### src/rtl/regfile_scoreboard_pkg.sv
// Shared CPU register-file constants and the architectural register address type,
// also used by decode and the hazard unit.
package regfile_scoreboard_pkg;

  localparam int XLEN_DEF = 64;
  localparam int NREG_DEF = 32;
  localparam int AW_DEF   = $clog2(NREG_DEF);

  typedef logic [AW_DEF-1:0] regaddr_t;

endpackage

### src/rtl/regfile_scoreboard_if.sv
// Read, writeback, issue and flush bundle between the pipeline and the register file.
// slave = register file side, master = pipeline side.
interface regfile_scoreboard_if #(
  parameter int XLEN = 64,
  parameter int NREG = 32,
  parameter int NRD  = 2
);
  localparam int AW = $clog2(NREG);

  logic [NRD*AW-1:0]   rd_addr_i;
  logic [NRD*XLEN-1:0] rd_data_o;
  logic [NRD-1:0]      rd_busy_o;
  logic                wr_en_i;
  logic [AW-1:0]       wr_addr_i;
  logic [XLEN-1:0]     wr_data_i;
  logic                issue_en_i;
  logic [AW-1:0]       issue_addr_i;
  logic                flush_i;
  logic [AW:0]         busy_cnt_o;

  modport slave (
    input  rd_addr_i, wr_en_i, wr_addr_i, wr_data_i, issue_en_i, issue_addr_i, flush_i,
    output rd_data_o, rd_busy_o, busy_cnt_o
  );

  modport master (
    output rd_addr_i, wr_en_i, wr_addr_i, wr_data_i, issue_en_i, issue_addr_i, flush_i,
    input  rd_data_o, rd_busy_o, busy_cnt_o
  );
endinterface

### src/rtl/regfile_scoreboard_rdport.sv
// One combinational read port: register mux with same-cycle writeback bypass of data and busy.
// Zero latency; no backpressure.
module regfile_rdport #(
  parameter int XLEN     = 64,
  parameter int NREG     = 32,
  parameter int AW       = 5,
  parameter int ZERO_REG = 1
) (
  input  logic [NREG-1:0][XLEN-1:0] mem_i,
  input  logic [NREG-1:0]           busy_i,
  input  logic [AW-1:0]             addr_i,
  input  logic                      byp_en_i,
  input  logic [AW-1:0]             byp_addr_i,
  input  logic [XLEN-1:0]           byp_data_i,
  output logic [XLEN-1:0]           data_o,
  output logic                      busy_o
);
  logic is_zero;
  logic hit;

  assign is_zero = (ZERO_REG != 0) && (addr_i == '0);
  assign hit     = byp_en_i && (byp_addr_i == addr_i);

  // A writeback in flight resolves the hazard this cycle, so it masks busy too.
  assign data_o = is_zero ? '0 : (hit ? byp_data_i : mem_i[addr_i]);
  assign busy_o = busy_i[addr_i] && !hit;
endmodule

### src/rtl/regfile_scoreboard.sv
// Parametrised integer register file with per-register busy scoreboard, busy counter and flush.
// Reads zero latency with write bypass; writes and scoreboard update on the rising edge; no backpressure.
module regfile_scoreboard
  import regfile_scoreboard_pkg::*;
#(
  parameter int XLEN     = XLEN_DEF,
  parameter int NREG     = NREG_DEF,
  parameter int NRD      = 2,
  parameter int ZERO_REG = 1
) (
  input  logic                 clk_i,
  input  logic                 rst_i,
  regfile_scoreboard_if.slave  bus
);
  localparam int AW = $clog2(NREG);
  localparam logic [AW:0] CNT_ONE = 1;

  logic [NREG-1:0][XLEN-1:0] mem_q;
  logic [NREG-1:0]           busy_q, busy_d;
  logic [AW:0]               cnt_q, cnt_d;
  logic                      set_new, clr_old;
  logic                      wr_ok;
  logic                      byp_en;

  assign wr_ok  = bus.wr_en_i && !((ZERO_REG != 0) && (bus.wr_addr_i == '0));
  // Bypass is gated by reset so the outputs read zero while reset is held.
  assign byp_en = bus.wr_en_i && rst_i;

  always_ff @(posedge clk_i or negedge rst_i) begin
    if (!rst_i) begin
      mem_q <= '0;
    end else if (wr_ok) begin
      mem_q[bus.wr_addr_i] <= bus.wr_data_i;
    end
  end

  always_comb begin
    busy_d  = busy_q;
    cnt_d   = cnt_q;
    set_new = bus.issue_en_i && !busy_q[bus.issue_addr_i]
              && !((ZERO_REG != 0) && (bus.issue_addr_i == '0));
    // Issue to the same register as the writeback keeps the bit set, so nothing is cleared.
    clr_old = bus.wr_en_i && busy_q[bus.wr_addr_i]
              && !(bus.issue_en_i && (bus.issue_addr_i == bus.wr_addr_i));
    if (bus.flush_i) begin
      busy_d = '0;
      cnt_d  = '0;
    end else begin
      if (bus.wr_en_i)    busy_d[bus.wr_addr_i]    = 1'b0;
      if (bus.issue_en_i) busy_d[bus.issue_addr_i] = 1'b1;
      if (ZERO_REG != 0)  busy_d[0]                = 1'b0;
      case ({set_new, clr_old})
        2'b10:   cnt_d = cnt_q + CNT_ONE;
        2'b01:   cnt_d = cnt_q - CNT_ONE;
        default: cnt_d = cnt_q;
      endcase
    end
  end

  always_ff @(posedge clk_i or negedge rst_i) begin
    if (!rst_i) begin
      busy_q <= '0;
      cnt_q  <= '0;
    end else begin
      busy_q <= busy_d;
      cnt_q  <= cnt_d;
    end
  end

  assign bus.busy_cnt_o = cnt_q;

  for (genvar k = 0; k < NRD; k++) begin : g_rdport
    regfile_rdport #(
      .XLEN     (XLEN),
      .NREG     (NREG),
      .AW       (AW),
      .ZERO_REG (ZERO_REG)
    ) u_rdport (
      .mem_i      (mem_q),
      .busy_i     (busy_q),
      .addr_i     (bus.rd_addr_i[k*AW +: AW]),
      .byp_en_i   (byp_en),
      .byp_addr_i (bus.wr_addr_i),
      .byp_data_i (bus.wr_data_i),
      .data_o     (bus.rd_data_o[k*XLEN +: XLEN]),
      .busy_o     (bus.rd_busy_o[k])
    );
  end
endmodule
### src/flat_wrapper.sv
// flat-port wrapper written by rule: the top's interface ports become plain ports
module regfile_scoreboard_flat import regfile_scoreboard_pkg::*;
#(
  parameter int XLEN     = XLEN_DEF,
  parameter int NREG     = NREG_DEF,
  parameter int NRD      = 2,
  parameter int ZERO_REG = 1
)
  (clk_i, rst_i, bus_rd_addr_i, bus_wr_en_i, bus_wr_addr_i, bus_wr_data_i, bus_issue_en_i, bus_issue_addr_i, bus_flush_i, bus_rd_data_o, bus_rd_busy_o, bus_busy_cnt_o);
  regfile_scoreboard_if #(.XLEN(XLEN), .NREG(NREG), .NRD(NRD)) bus_i ();
  input  logic clk_i;
  input  logic rst_i;
  input wire logic [$bits(bus_i.rd_addr_i)-1:0] bus_rd_addr_i;
  input wire logic [$bits(bus_i.wr_en_i)-1:0] bus_wr_en_i;
  input wire logic [$bits(bus_i.wr_addr_i)-1:0] bus_wr_addr_i;
  input wire logic [$bits(bus_i.wr_data_i)-1:0] bus_wr_data_i;
  input wire logic [$bits(bus_i.issue_en_i)-1:0] bus_issue_en_i;
  input wire logic [$bits(bus_i.issue_addr_i)-1:0] bus_issue_addr_i;
  input wire logic [$bits(bus_i.flush_i)-1:0] bus_flush_i;
  output wire logic [$bits(bus_i.rd_data_o)-1:0] bus_rd_data_o;
  output wire logic [$bits(bus_i.rd_busy_o)-1:0] bus_rd_busy_o;
  output wire logic [$bits(bus_i.busy_cnt_o)-1:0] bus_busy_cnt_o;
  assign bus_i.rd_addr_i = bus_rd_addr_i;
  assign bus_i.wr_en_i = bus_wr_en_i;
  assign bus_i.wr_addr_i = bus_wr_addr_i;
  assign bus_i.wr_data_i = bus_wr_data_i;
  assign bus_i.issue_en_i = bus_issue_en_i;
  assign bus_i.issue_addr_i = bus_issue_addr_i;
  assign bus_i.flush_i = bus_flush_i;
  assign bus_rd_data_o = bus_i.rd_data_o;
  assign bus_rd_busy_o = bus_i.rd_busy_o;
  assign bus_busy_cnt_o = bus_i.busy_cnt_o;
  regfile_scoreboard #(.XLEN(XLEN), .NREG(NREG), .NRD(NRD), .ZERO_REG(ZERO_REG)) u_core (.clk_i(clk_i), .rst_i(rst_i), .bus(bus_i));
endmodule
### config.mk
export PLATFORM = sky130hd
export DESIGN_NAME = regfile_scoreboard_flat
export DESIGN_NICKNAME = d
export VERILOG_FILES = /design/src/rtl/regfile_scoreboard_pkg.sv /design/src/rtl/regfile_scoreboard_if.sv /design/src/rtl/regfile_scoreboard_rdport.sv /design/src/rtl/regfile_scoreboard.sv /design/src/flat_wrapper.sv
export SDC_FILE = /design/constraint.sdc
export NUM_CORES = 2
export LEC_CHECK = 0
export BUFFER_PORTS_ARGS = -buffer_cell sky130_fd_sc_hd__buf_4
export CORE_MARGIN = 2
export CORE_UTILIZATION = 64
export CTS_CLUSTER_DIAMETER = 120
export DETAILED_ROUTE_END_ITERATION = 7
export PLACE_DENSITY_LB_ADDON = 0.15
export SYNTH_ARGS = -nofsm -noshare
export SYNTH_HDL_FRONTEND = slang
export SYNTH_HIERARCHICAL = 1
export SYNTH_SLANG_ARGS = --single-unit
### constraint.sdc
create_clock -name clk_i -period 3.9 [get_ports clk_i]
set_clock_uncertainty 0.15 [all_clocks]
set_input_delay 0.585 -clock clk_i [delete_from_list [all_inputs] [get_ports clk_i]]
set_output_delay 0.585 -clock clk_i [all_outputs]
set_load 0.02 [all_outputs]
==> impl_metrics.json <==
{
  "yosysMostFrequentCell": "dfrtp_1",
  "yosys.area.top_type": "dfrtp_1",
  "cp_num_cells": 10,
  "grt_start_max_net_pins": 178,
  "multiInputGateArea_um2": 56200,
  "drt-total-wl_um": 378000,
  "nNetsFinal": 7895,
  "critPathCaptureType": "primary output",
  "ys_warn_count": 6,
  "coreArea_um2": 174000,
  "drc": 0,
  "drv_cap": 0,
  "regArea_um2": 52200,
  "rr_worst_depth": 12,
  "synth-seq-cells": 2085,
  "synth_area_leaders": "dfrtp_1, mux2_2, mux4_2",
  "rows": 153,
  "clk_pin_slew_ns": 0.07,
  "place_congestion": 0.934,
  "fp.dieW_um": 423,
  "post_dp_cell_area_um2": 119000,
  "worstReg2RegStart": "u_core/busy_q[29]$_DFF_PN0_",
  "ioPinCount": 225,
  "fin_crit_ns": 3.85,
  "r2r_slack_ns": 0.26,
  "syn2layout_area_growth_pct": 13.0,
  "hold_class": "in -> reg",
  "finalMaxSlewViolations": 0,
  "critPathTopFamily": "buffers and inverters",
  "worstSetupStartpointType": "primary input",
  "endpoint": "bus_rd_data_o[89]",
  "syn_avg_cell_area_um2": 14.5,
  "fin_hold_ws_ns": 0.0685,
  "via_per_inst": 7.54,
  "ys.flop_type": "dfrtp_1",
  "start_util": 0.645,
  "drtPass1Iterations": 6,
  "grt_pass1_vias": 80200,
  "synth_top_area_frac": 0.465,
  "grt_usage": 0.425,
  "crit_path_max_incr_delay_ns": 0.41,
  "fin_util": 0.729,
  "netlist_instances": 7718,
  "grt_antenna_before_repair": 10,
  "slew_headroom": 0.214,
  "crit_fanout": 23,
  "outcome": "completed",
  "cts_sinks": 2085,
  "final_area_um2": 127000,
  "grt_pass1_wl_um": 553000,
  "crit_top_cell": "buf_4",
  "dieHeight_um": 423,
  "fin_setup_tns_ns": 0,
  "io_buffer_count": 224,
  "drtIter0Drc": 9118,
  "final_layout_size_suffix_gt1_frac": 0.525,
  "p_leak_uw": 0.0564,
  "fmax_ghz": 0.260,
  "ant_nets": 0,
  "fillers": 11000,
  "layout_worst_path_cycle_share": 0.987,
  "setup_viol": 0,
  "powerDensity_nw_per_um2": 505,
  "synth_cell_types": 73,
  "dp_hpwl_um": 236000,
  "netlist_top_cells_count": "dfrtp_1, mux2_2, mux4_2",
  "cts_buffers": 216,
  "max-vdd-ir-drop_mv": 0.460,
  "async_flop_share": 1.00,
  "htreeDepth": 4,
  "critPathBufInv": 5,
  "rsz0062_at_grt": "false",
  "yosysSeqAreaShare": 0.465,
  "path_class": "in -> out",
  "critPathSlowestCell": "nor3_1",
  "synth-edff-count": 0,
  "r2r_end": "u_core/bus.busy_cnt_o[5]$_DFFE_PN0P_",
  "cts_root_buf": "clkbuf_16",
  "clk_latency_ns": 0.88,
  "crit_arrival_ns": 3.11,
  "final-hold-violation-count": 0,
  "fp.dieArea_um2": 179000,
  "cts_tree": "done",
  "cts_max_path_buffers": 3,
  "crit_required_ns": 3.16,
  "startpoint": "bus_rd_addr_i[7]",
  "syn_area_um2": 112000,
  "wire_per_inst_um": 36.6,
  "overflow": 0,
  "path_cells": "clkbuf_8, buf_4, buf_4, mux4_2, mux2i_1, nor3_1, o21bai_1, buf_4, a21oi_1, buf_4",
  "vias": 77700,
  "tightest_slew_ns": 1.17
}
[through the flow]
stage,power (µW),setup WS (ns),std cells
floorplan,37700,0.0899,7719
global placement,41400,-0.127,9902
detailed placement,42300,-0.166,9902
CTS,63800,0.0199,10300
global route,66200,0.00475,10300
finish,64000,0.0526,10300
[worst reg2reg max path: cells and delay by family (launching register included)]
kind,cells,cell delay [ns]
compound gates,6,1.30
mux,2,0.87
flops,1,0.42
simple gates,2,0.34
fa+ha+maj,1,0.29
buf+inv,1,0.15
[what timing repair did]
action / in CTS / in global routing
cloned: 0 / 0
gates resized for setup: 5 / 5
hold endpoints to repair: 390 / 0
setup endpoints to repair: 5 / 5
buffers inserted: 2 / 0
hold buffers: 4 / 0
[final cells by class]
type / count / area share
multi-input combinational: 4713 / 0.443
sequential: 2085 / 0.411
timing repair buffer: 781 / 0.0642
clock buffer: 329 / 0.0520
tap: 2325 / 0.0229
clock inverter: 73 / 0.00670
inverter: 4 / 0.000118
antenna: 5 / 0.0000986
[kinds of logic (layout without fill, tap and decap cells)]
group / count (synthesis) / in the layout / synth area share
buffers and inverters: 921 / 1187 / 0.0383
other: 1 / 7 / 0.0000334
AOI/OAI and AO/OA: 984 / 984 / 0.0631
and+or+nand+nor: 462 / 462 / 0.0213
muxes: 3241 / 3241 / 0.410
adders and majority gates: 5 / 5 / 0.000624
xor gates and xnor gates: 19 / 19 / 0.00155
DFF: 2085 / 2085 / 0.465
[sequential cells by signal, summed over array words and instances (netlist names)]
| name | count |
|---|---|
| u_core/mem_q | 2048 |
| u_core/busy_q | 31 |
| u_core/bus.busy_cnt_o | 6 |
[report_power, final]
| part | internal, µW | switching (µW) | total, µW |
|---|---|---|---|
| Sequential | 25700 | 3020 | 28700 |
| Combinational | 7860 | 5730 | 13600 |
| Clock | 12700 | 9030 | 21700 |
| Total | 46300 | 17800 | 64000 |
[per-layer routing]
layer / track usage / vias to the layer above / part of all wire
met2: 0.639 / 4837 / 0.45
met4: 0.246 / 12 / 0.069
li1: - / 30200 / -
met1: 0.558 / 41300 / 0.37
met3: 0.119 / 1384 / 0.11
met5: 0 / - / 0.00029
[cells in the final DEF (no fill, tap or decap), types with 15 or more instances in the layout]
master / synthesis / routed
dfrtp_1: 2085 / 2085
mux2_2: 2083 / 2083
mux4_2: 873 / 873
buf_4: 90 / 593
mux2i_1: 278 / 278
clkbuf_16: 0 / 220
buf_12: 0 / 176
o22ai_1: 168 / 168
a22oi_1: 155 / 155
nor2_1: 151 / 142
o21ai_0: 138 / 138
a21oi_1: 92 / 91
a221oi_1: 84 / 82
o211ai_1: 82 / 82
clkbuf_8: 0 / 70
nand2_1: 85 / 58
o211a_1: 46 / 46
clkinv_2: 0 / 44
clkbuf_1: 621 / 41
nor3_1: 42 / 41
a22o_1: 40 / 40
o221ai_1: 40 / 40
nand2_4: 0 / 27
nand3_1: 26 / 26
o22a_1: 26 / 26
nor4_1: 25 / 23
o21a_1: 22 / 22
a31oi_1: 21 / 21
bufinv_16: 0 / 17
nor2b_1: 21 / 17
a221oi_2: 14 / 16
nand2b_1: 19 / 15
[worst min-delay path by stage]
stage / from / slack, ns / cells past startpoint / to
6_report: bus_wr_data_i[46] / 0.07 / 2 / u_core/mem_q[1838]$_DFFE_PN0P_
5_1_grt: bus_issue_addr_i[2] / 0.09 / 5 / u_core/busy_q[22]$_DFF_PN0_
3_5_place_dp: u_core/mem_q[34]$_DFFE_PN0P_ / 0.23 / 0 / u_core/mem_q[34]$_DFFE_PN0P_
4_1_cts: bus_issue_addr_i[2] / 0.03 / 5 / u_core/busy_q[22]$_DFF_PN0_
2_1_floorplan: rst_i / 0.14 / 0 / u_core/bus.busy_cnt_o[0]$_DFFE_PN0P_
3_3_place_gp: u_core/mem_q[59]$_DFFE_PN0P_ / 0.23 / 0 / u_core/mem_q[59]$_DFFE_PN0P_
Power figures use the tool's default switching activity.
